==> src/rtl/aes_pkg.sv <==
// Shared AES round constants, MixColumns sequencer FSM encoding and GF(2^8) xtime.
// Pure declarations (no latency); no flow control.
// No handshake of its own; imported by the round blocks.
package aes_pkg;

  localparam int          AES_STATE_W = 128;
  localparam int          AES_COL_W   = 32;
  localparam int          AES_BYTE_W  = 8;
  localparam logic [7:0]  AES_POLY    = 8'h1B;

  typedef enum logic [1:0] {
    IDLE = 2'd0,
    RUN  = 2'd1,
    DONE = 2'd2
  } mixcol_state_t;

  function automatic logic [AES_BYTE_W-1:0] xtime(input logic [AES_BYTE_W-1:0] x);
    return {x[6:0], 1'b0} ^ (x[7] ? AES_POLY : 8'h00);
  endfunction

endpackage

==> src/rtl/mix_single_column.sv <==
// Single-column MixColumns (forward, plus inverse when MIXCOL_INV_EN is defined).
// Purely combinational, zero cycles.
// No handshake; the caller owns sequencing and flow control.
module mix_single_column
  import aes_pkg::*;
(
  input  logic [AES_COL_W-1:0] col_i,
`ifdef MIXCOL_INV_EN
  input  logic                 inv_i,
`endif
  output logic [AES_COL_W-1:0] col_o
);

  logic [AES_BYTE_W-1:0] a   [4];
  logic [AES_BYTE_W-1:0] x2  [4];
  logic [AES_BYTE_W-1:0] fwd [4];
`ifdef MIXCOL_INV_EN
  logic [AES_BYTE_W-1:0] x4  [4];
  logic [AES_BYTE_W-1:0] x8  [4];
  logic [AES_BYTE_W-1:0] inv [4];
`endif

  always_comb begin
    col_o = '0;
    for (int r = 0; r < 4; r++) begin
      a[r]  = col_i[AES_COL_W-1-AES_BYTE_W*r -: AES_BYTE_W];
      x2[r] = xtime(a[r]);
`ifdef MIXCOL_INV_EN
      x4[r] = xtime(x2[r]);
      x8[r] = xtime(x4[r]);
`endif
    end
    for (int r = 0; r < 4; r++) begin
      // b_r = 2*a_r ^ 3*a_(r+1) ^ a_(r+2) ^ a_(r+3)
      fwd[r] = x2[r] ^ x2[(r+1)%4] ^ a[(r+1)%4] ^ a[(r+2)%4] ^ a[(r+3)%4];
`ifdef MIXCOL_INV_EN
      // 0E = 8^4^2, 0B = 8^2^1, 0D = 8^4^1, 09 = 8^1
      inv[r] = (x8[r] ^ x4[r] ^ x2[r])
             ^ (x8[(r+1)%4] ^ x2[(r+1)%4] ^ a[(r+1)%4])
             ^ (x8[(r+2)%4] ^ x4[(r+2)%4] ^ a[(r+2)%4])
             ^ (x8[(r+3)%4] ^ a[(r+3)%4]);
      col_o[AES_COL_W-1-AES_BYTE_W*r -: AES_BYTE_W] = inv_i ? inv[r] : fwd[r];
`else
      col_o[AES_COL_W-1-AES_BYTE_W*r -: AES_BYTE_W] = fwd[r];
`endif
    end
  end

endmodule

==> src/rtl/mixcol_sequencer.sv <==
// Sequenced MixColumns: one shared column mixer, one column per cycle; MIXCOL_INV_EN adds inverse mode.
// Latency 4 cycles accept-to-out_valid; initiation interval 6 cycles.
// in_ready only in IDLE; result held stable in DONE until out_ready.
module mixcol_sequencer
  import aes_pkg::*;
(
  input  logic                   clk,
  input  logic                   rst,
  input  logic                   in_valid,
  output logic                   in_ready,
  input  logic [AES_STATE_W-1:0] in_state,
`ifdef MIXCOL_INV_EN
  input  logic                   in_inv,
`endif
  output logic                   out_valid,
  input  logic                   out_ready,
  output logic [AES_STATE_W-1:0] out_state,
  output logic                   busy
);

  mixcol_state_t          state_q, state_d;
  logic [1:0]             col_q, col_d;
  logic [AES_STATE_W-1:0] work_q, work_d;
  logic [AES_STATE_W-1:0] result_q, result_d;
`ifdef MIXCOL_INV_EN
  logic                   mode_q, mode_d;
`endif

  logic [AES_COL_W-1:0]   mix_in;
  logic [AES_COL_W-1:0]   mix_out;

  always_comb begin
    mix_in = '0;
    case (col_q)
      2'd0: mix_in = work_q[127:96];
      2'd1: mix_in = work_q[95:64];
      2'd2: mix_in = work_q[63:32];
      2'd3: mix_in = work_q[31:0];
      default: mix_in = '0;
    endcase
  end

  mix_single_column u_mix (
    .col_i (mix_in),
`ifdef MIXCOL_INV_EN
    .inv_i (mode_q),
`endif
    .col_o (mix_out)
  );

  always_comb begin
    state_d  = state_q;
    col_d    = col_q;
    work_d   = work_q;
    result_d = result_q;
`ifdef MIXCOL_INV_EN
    mode_d   = mode_q;
`endif
    case (state_q)
      IDLE: begin
        if (in_valid) begin
          work_d  = in_state;
`ifdef MIXCOL_INV_EN
          mode_d  = in_inv;
`endif
          col_d   = 2'd0;
          state_d = RUN;
        end
      end
      RUN: begin
        case (col_q)
          2'd0: result_d[127:96] = mix_out;
          2'd1: result_d[95:64]  = mix_out;
          2'd2: result_d[63:32]  = mix_out;
          2'd3: result_d[31:0]   = mix_out;
          default: result_d = result_q;
        endcase
        col_d = col_q + 2'd1;
        if (col_q == 2'd3) begin
          state_d = DONE;
        end
      end
      DONE: begin
        if (out_ready) begin
          state_d = IDLE;
        end
      end
      default: state_d = IDLE;
    endcase
  end

  always_ff @(posedge clk) begin
    if (rst) begin
      state_q  <= IDLE;
      col_q    <= 2'd0;
      work_q   <= '0;
      result_q <= '0;
`ifdef MIXCOL_INV_EN
      mode_q   <= 1'b0;
`endif
    end else begin
      state_q  <= state_d;
      col_q    <= col_d;
      work_q   <= work_d;
      result_q <= result_d;
`ifdef MIXCOL_INV_EN
      mode_q   <= mode_d;
`endif
    end
  end

  // Outputs decode from state/result only, so no input-to-output paths.
  assign in_ready  = (state_q == IDLE);
  assign out_valid = (state_q == DONE);
  assign busy      = (state_q != IDLE);
  assign out_state = result_q;

endmodule
==> config.mk <==
export PLATFORM = sky130hd
export DESIGN_NAME = mixcol_sequencer
export DESIGN_NICKNAME = d
export VERILOG_FILES = /design/src/rtl/aes_pkg.sv /design/src/rtl/mix_single_column.sv /design/src/rtl/mixcol_sequencer.sv
export SDC_FILE = /design/constraint.sdc
export NUM_CORES = 1
export LEC_CHECK = 0
export ABC_AREA = 0
export CAP_MARGIN = 20
export CELL_PAD_IN_SITES_DETAIL_PLACEMENT = 0
export CELL_PAD_IN_SITES_GLOBAL_PLACEMENT = 2
export CORE_ASPECT_RATIO = 0.6
export CORE_MARGIN = 2
export CORE_UTILIZATION = 29
export DETAILED_ROUTE_END_ITERATION = 10
export MAX_ROUTING_LAYER = met4
export PLACE_DENSITY_LB_ADDON = 0.05
export SLEW_MARGIN = 20
export SYNTH_ARGS = -nofsm -noshare
export SYNTH_HDL_FRONTEND = slang
export SYNTH_SLANG_ARGS = --single-unit
==> constraint.sdc <==
create_clock -name clk -period 3.2 [get_ports clk]
set_clock_uncertainty 0.15 [all_clocks]
set_input_delay 0.32 -clock clk [delete_from_list [all_inputs] [get_ports clk]]
set_output_delay 0.32 -clock clk [all_outputs]
set_load 0.01 [all_outputs]
==> results of run 1 <==
==> area by class of cell <==
class                      instances  area (µm²)
clock inverter                    14         194
fill                            3913       22600
tap                              522         653
clock buffer                      35         766
multi-input combinational        994        5860
sequential                       260        5210
timing repair buffer             348        3410
inverter                           4        15.0
==> layer usage <==
metal / global-route usage / routed length (µm)
met1: 0.334 / 23500
met2: 0.295 / 17400
met3: 0.0300 / 2250
met4: 0.0344 / 667
met5: - / 0
==> state kept, by name, indices dropped and copies added (netlist names) <==
signal     flops
out_state    128
work_q       128
col_q          2
state_q        2
==> repair_timing <==
item / in CTS / in global routing
gates cloned: 0 / 1
hold buffers: 0 / 0
gates resized for setup: 20 / 12
setup buffers: 2 / 4
pin swaps: 3 / 3
setup endpoints to repair: 44 / 55
==> power by group <==
part           internal, µW  switching, µW
Sequential             3400            148
Combinational           800            998
Clock                  2020           1410
Total                  6220           2550
==> cell families after synthesis <==
family | share of synthesized area
AO/OA/AOI/OAI | 0.188
XOR/XNOR | 0.129
adder cells (fa/ha/maj) | 0.00553
buffers and inverters | 0.0382
flip-flops | 0.460
multiplexers | 0.0102
AND/OR/NAND/NOR | 0.169
==> per-stage QoR <==
stage,area [µm²],utilization
floorplan,11300,-
global placement,14900,0.385
detailed placement,14900,0.385
CTS,16000,0.413
global route,16100,0.416
finish,16100,0.416
==> synthesized netlist by cell type (all sizes together) <==
master	count
a211oi	82
o21bai	1
buf	13
a21o	1
mux2i	7
xnor3	2
a22oi	1
nand3	29
nor2	106
ha	5
nand2	325
mux2	4
inv	4
o211ai	3
a22o	16
xnor2	105
o21ai	44
a222oi	32
nand3b	12
dfxtp	260
and2	5
o21a	1
or3	1
a21oi	151
xor2	57
clkbuf	93
nand2b	2
nor2b	2
==> worst max path at each step <==
stage	end	from	slack (ns)	cells after the start
6_report	out_state[35]$_SDFFE_PP0P_	col_q[0]$_SDFFE_PP0P_	0.16	9
3_3_place_gp	out_state[8]$_SDFFE_PP0P_	col_q[1]$_SDFFE_PP0P_	-0.28	10
4_1_cts	out_state[41]$_SDFFE_PP0P_	col_q[1]$_SDFFE_PP0P_	0.02	11
2_1_floorplan	out_state[28]$_SDFFE_PP0P_	col_q[0]$_SDFFE_PP0P_	0.44	10
5_1_grt	out_state[35]$_SDFFE_PP0P_	col_q[1]$_SDFFE_PP0P_	0.01	10
3_5_place_dp	out_state[8]$_SDFFE_PP0P_	col_q[1]$_SDFFE_PP0P_	-0.39	10
==> worst max-delay path: stages, from the launching register on <==
cell      delay, ns
dfxtp_4        0.37
ha_1           0.26
buf_12         0.19
a222oi_1       0.56
buf_4          0.29
xor2_4         0.20
mux2_4         0.28
xor2_1         0.24
xnor2_2        0.16
a22o_1         0.22
==> cells in the final DEF (no fill, tap or decap), types with 3 or more instances in the layout <==
cell             count
o211ai_1             3
clkbuf_16           28
nand3b_1            12
buf_4               75
clkbuf_8             6
a22o_1              16
xor2_2               5
xnor2_1             98
buf_12              10
a222oi_1            32
xnor2_2              5
o21ai_1              3
mux2i_1              7
a211oi_1            82
bufinv_16            4
clkdlybuf4s50_1    261
clkinv_4             3
o21ai_0             39
dfxtp_1            258
nor2_1             106
clkinv_2             3
xor2_1              51
a21oi_1            151
nand3_1             29
nand2_1            324
and2_2               3
==> impl_metrics.tcl, run 1 <==
set metrics [dict create \
    ys_warn_count 0 \
    synth.largest_area_cell "dfxtp_1" \
    wl_per_cell_um 20.1 \
    routabilityCongestion 0.862 \
    clkLatencyLatePin_ns 0.57 \
    worstSetupStartpointType "flip-flop" \
    syn_nets 1501 \
    htreeDepth 1 \
    crit_path_end_kind "flip-flop" \
    fin_crit_ns 3.04 \
    setup_violations 0 \
    drt-initial-drc-count 891 \
    cts_tree "done" \
    grt_pass1_vias 10057 \
    critPathKind "flip-flop to flip-flop" \
    stdcell_count 2177 \
    whs_ns 0.100 \
    diodes 0 \
    cts_buffer_depth 3 \
    grt_pass1_wl_mm 64.8 \
    row_count 56 \
    min_from "rst" \
    arrival_ns 3.34 \
    required_ns 3.50 \
    syn_area_per_cell_um2 8.30 \
    start_util 0.292 \
    coreArea_mm2 0.0387 \
    via_per_inst 4.83 \
    wl_mm 43.8 \
    status "complete, no violations" \
    netlist.area_leader.share 0.460 \
    drv_slew 0 \
    drv_cap 0 \
    r2r_start "col_q[0]$_SDFFE_PP0P_" \
    cts.clk_slew.worst_paths_ns 0.07 \
    fin_nets 1772 \
    cts_buffers 27 \
    worst_slack_ns 0.165 \
    dp.cells 2122 \
    min_path_type "input port to flip-flop" \
    root_buffer "clkbuf_16" \
    worst-slew-pin-transition_ns 0.746 \
    io_pins 263 \
    synth.distinct_cells 32 \
    worst_r2r_endpoint "out_state[35]$_SDFFE_PP0P_" \
    routed-via-count 10508 \
    syn_inst 1364 \
    die_y_um 157 \
    yosys-top-cells-area "dfxtp_1 (46%), nand2_1 (11%), xnor2_1 (8.1%)" \
    regToRegSetupSlack_ns 0.16 \
    drive_above_1_share 0.0997 \
    grtUsageTotal 0.216 \
    first_pass_iters 8 \
    ant_nets 0 \
    fmax_ghz 0.329 \
    r2r_cells 9 \
    synth_seq_area_share 0.460 \
    antenna_found_initial 0 \
    pwr_density_cell_mw_per_mm2 545 \
    dpl.hpwl_mm 32.8 \
    synthesis.area_mm2 0.0113 \
    drcViolationCount 0 \
    die_width_um 259 \
    power.total_uw 8770 \
    syn_to_final_growth_pct 42.3 \
    holdPathStages 2 \
    portBuffers 262 \
    post-route-period-util 0.948 \
    clock-sinks 260 \
    grt.overflow.total 0 \
    critPathMaxFanout 34 \
    hold_end "col_q[1]$_SDFFE_PP0P_" \
    report.final.hold_viol_count 0 \
    dp_slack_ns -0.394 \
    fin_setup_tns_ns 0 \
    die_area_mm2 0.0407 \
    rsz0062_at_grt "no" \
    relSlewSlack 0.501 \
    grt_max_degree 79 \
    ys_ff_latch 260 \
    ir_worst_vdd_uv 284 \
    p_leak_uw 0.00574 \
]
No activity file was read; power rests on OpenSTA's default activity.
==> run 2, diff against run 1 <==
CAP_MARGIN = unset   (was 20)
==> results of run 2 <==
No change in the layout: final DEF, timing and power equal those of run 1.
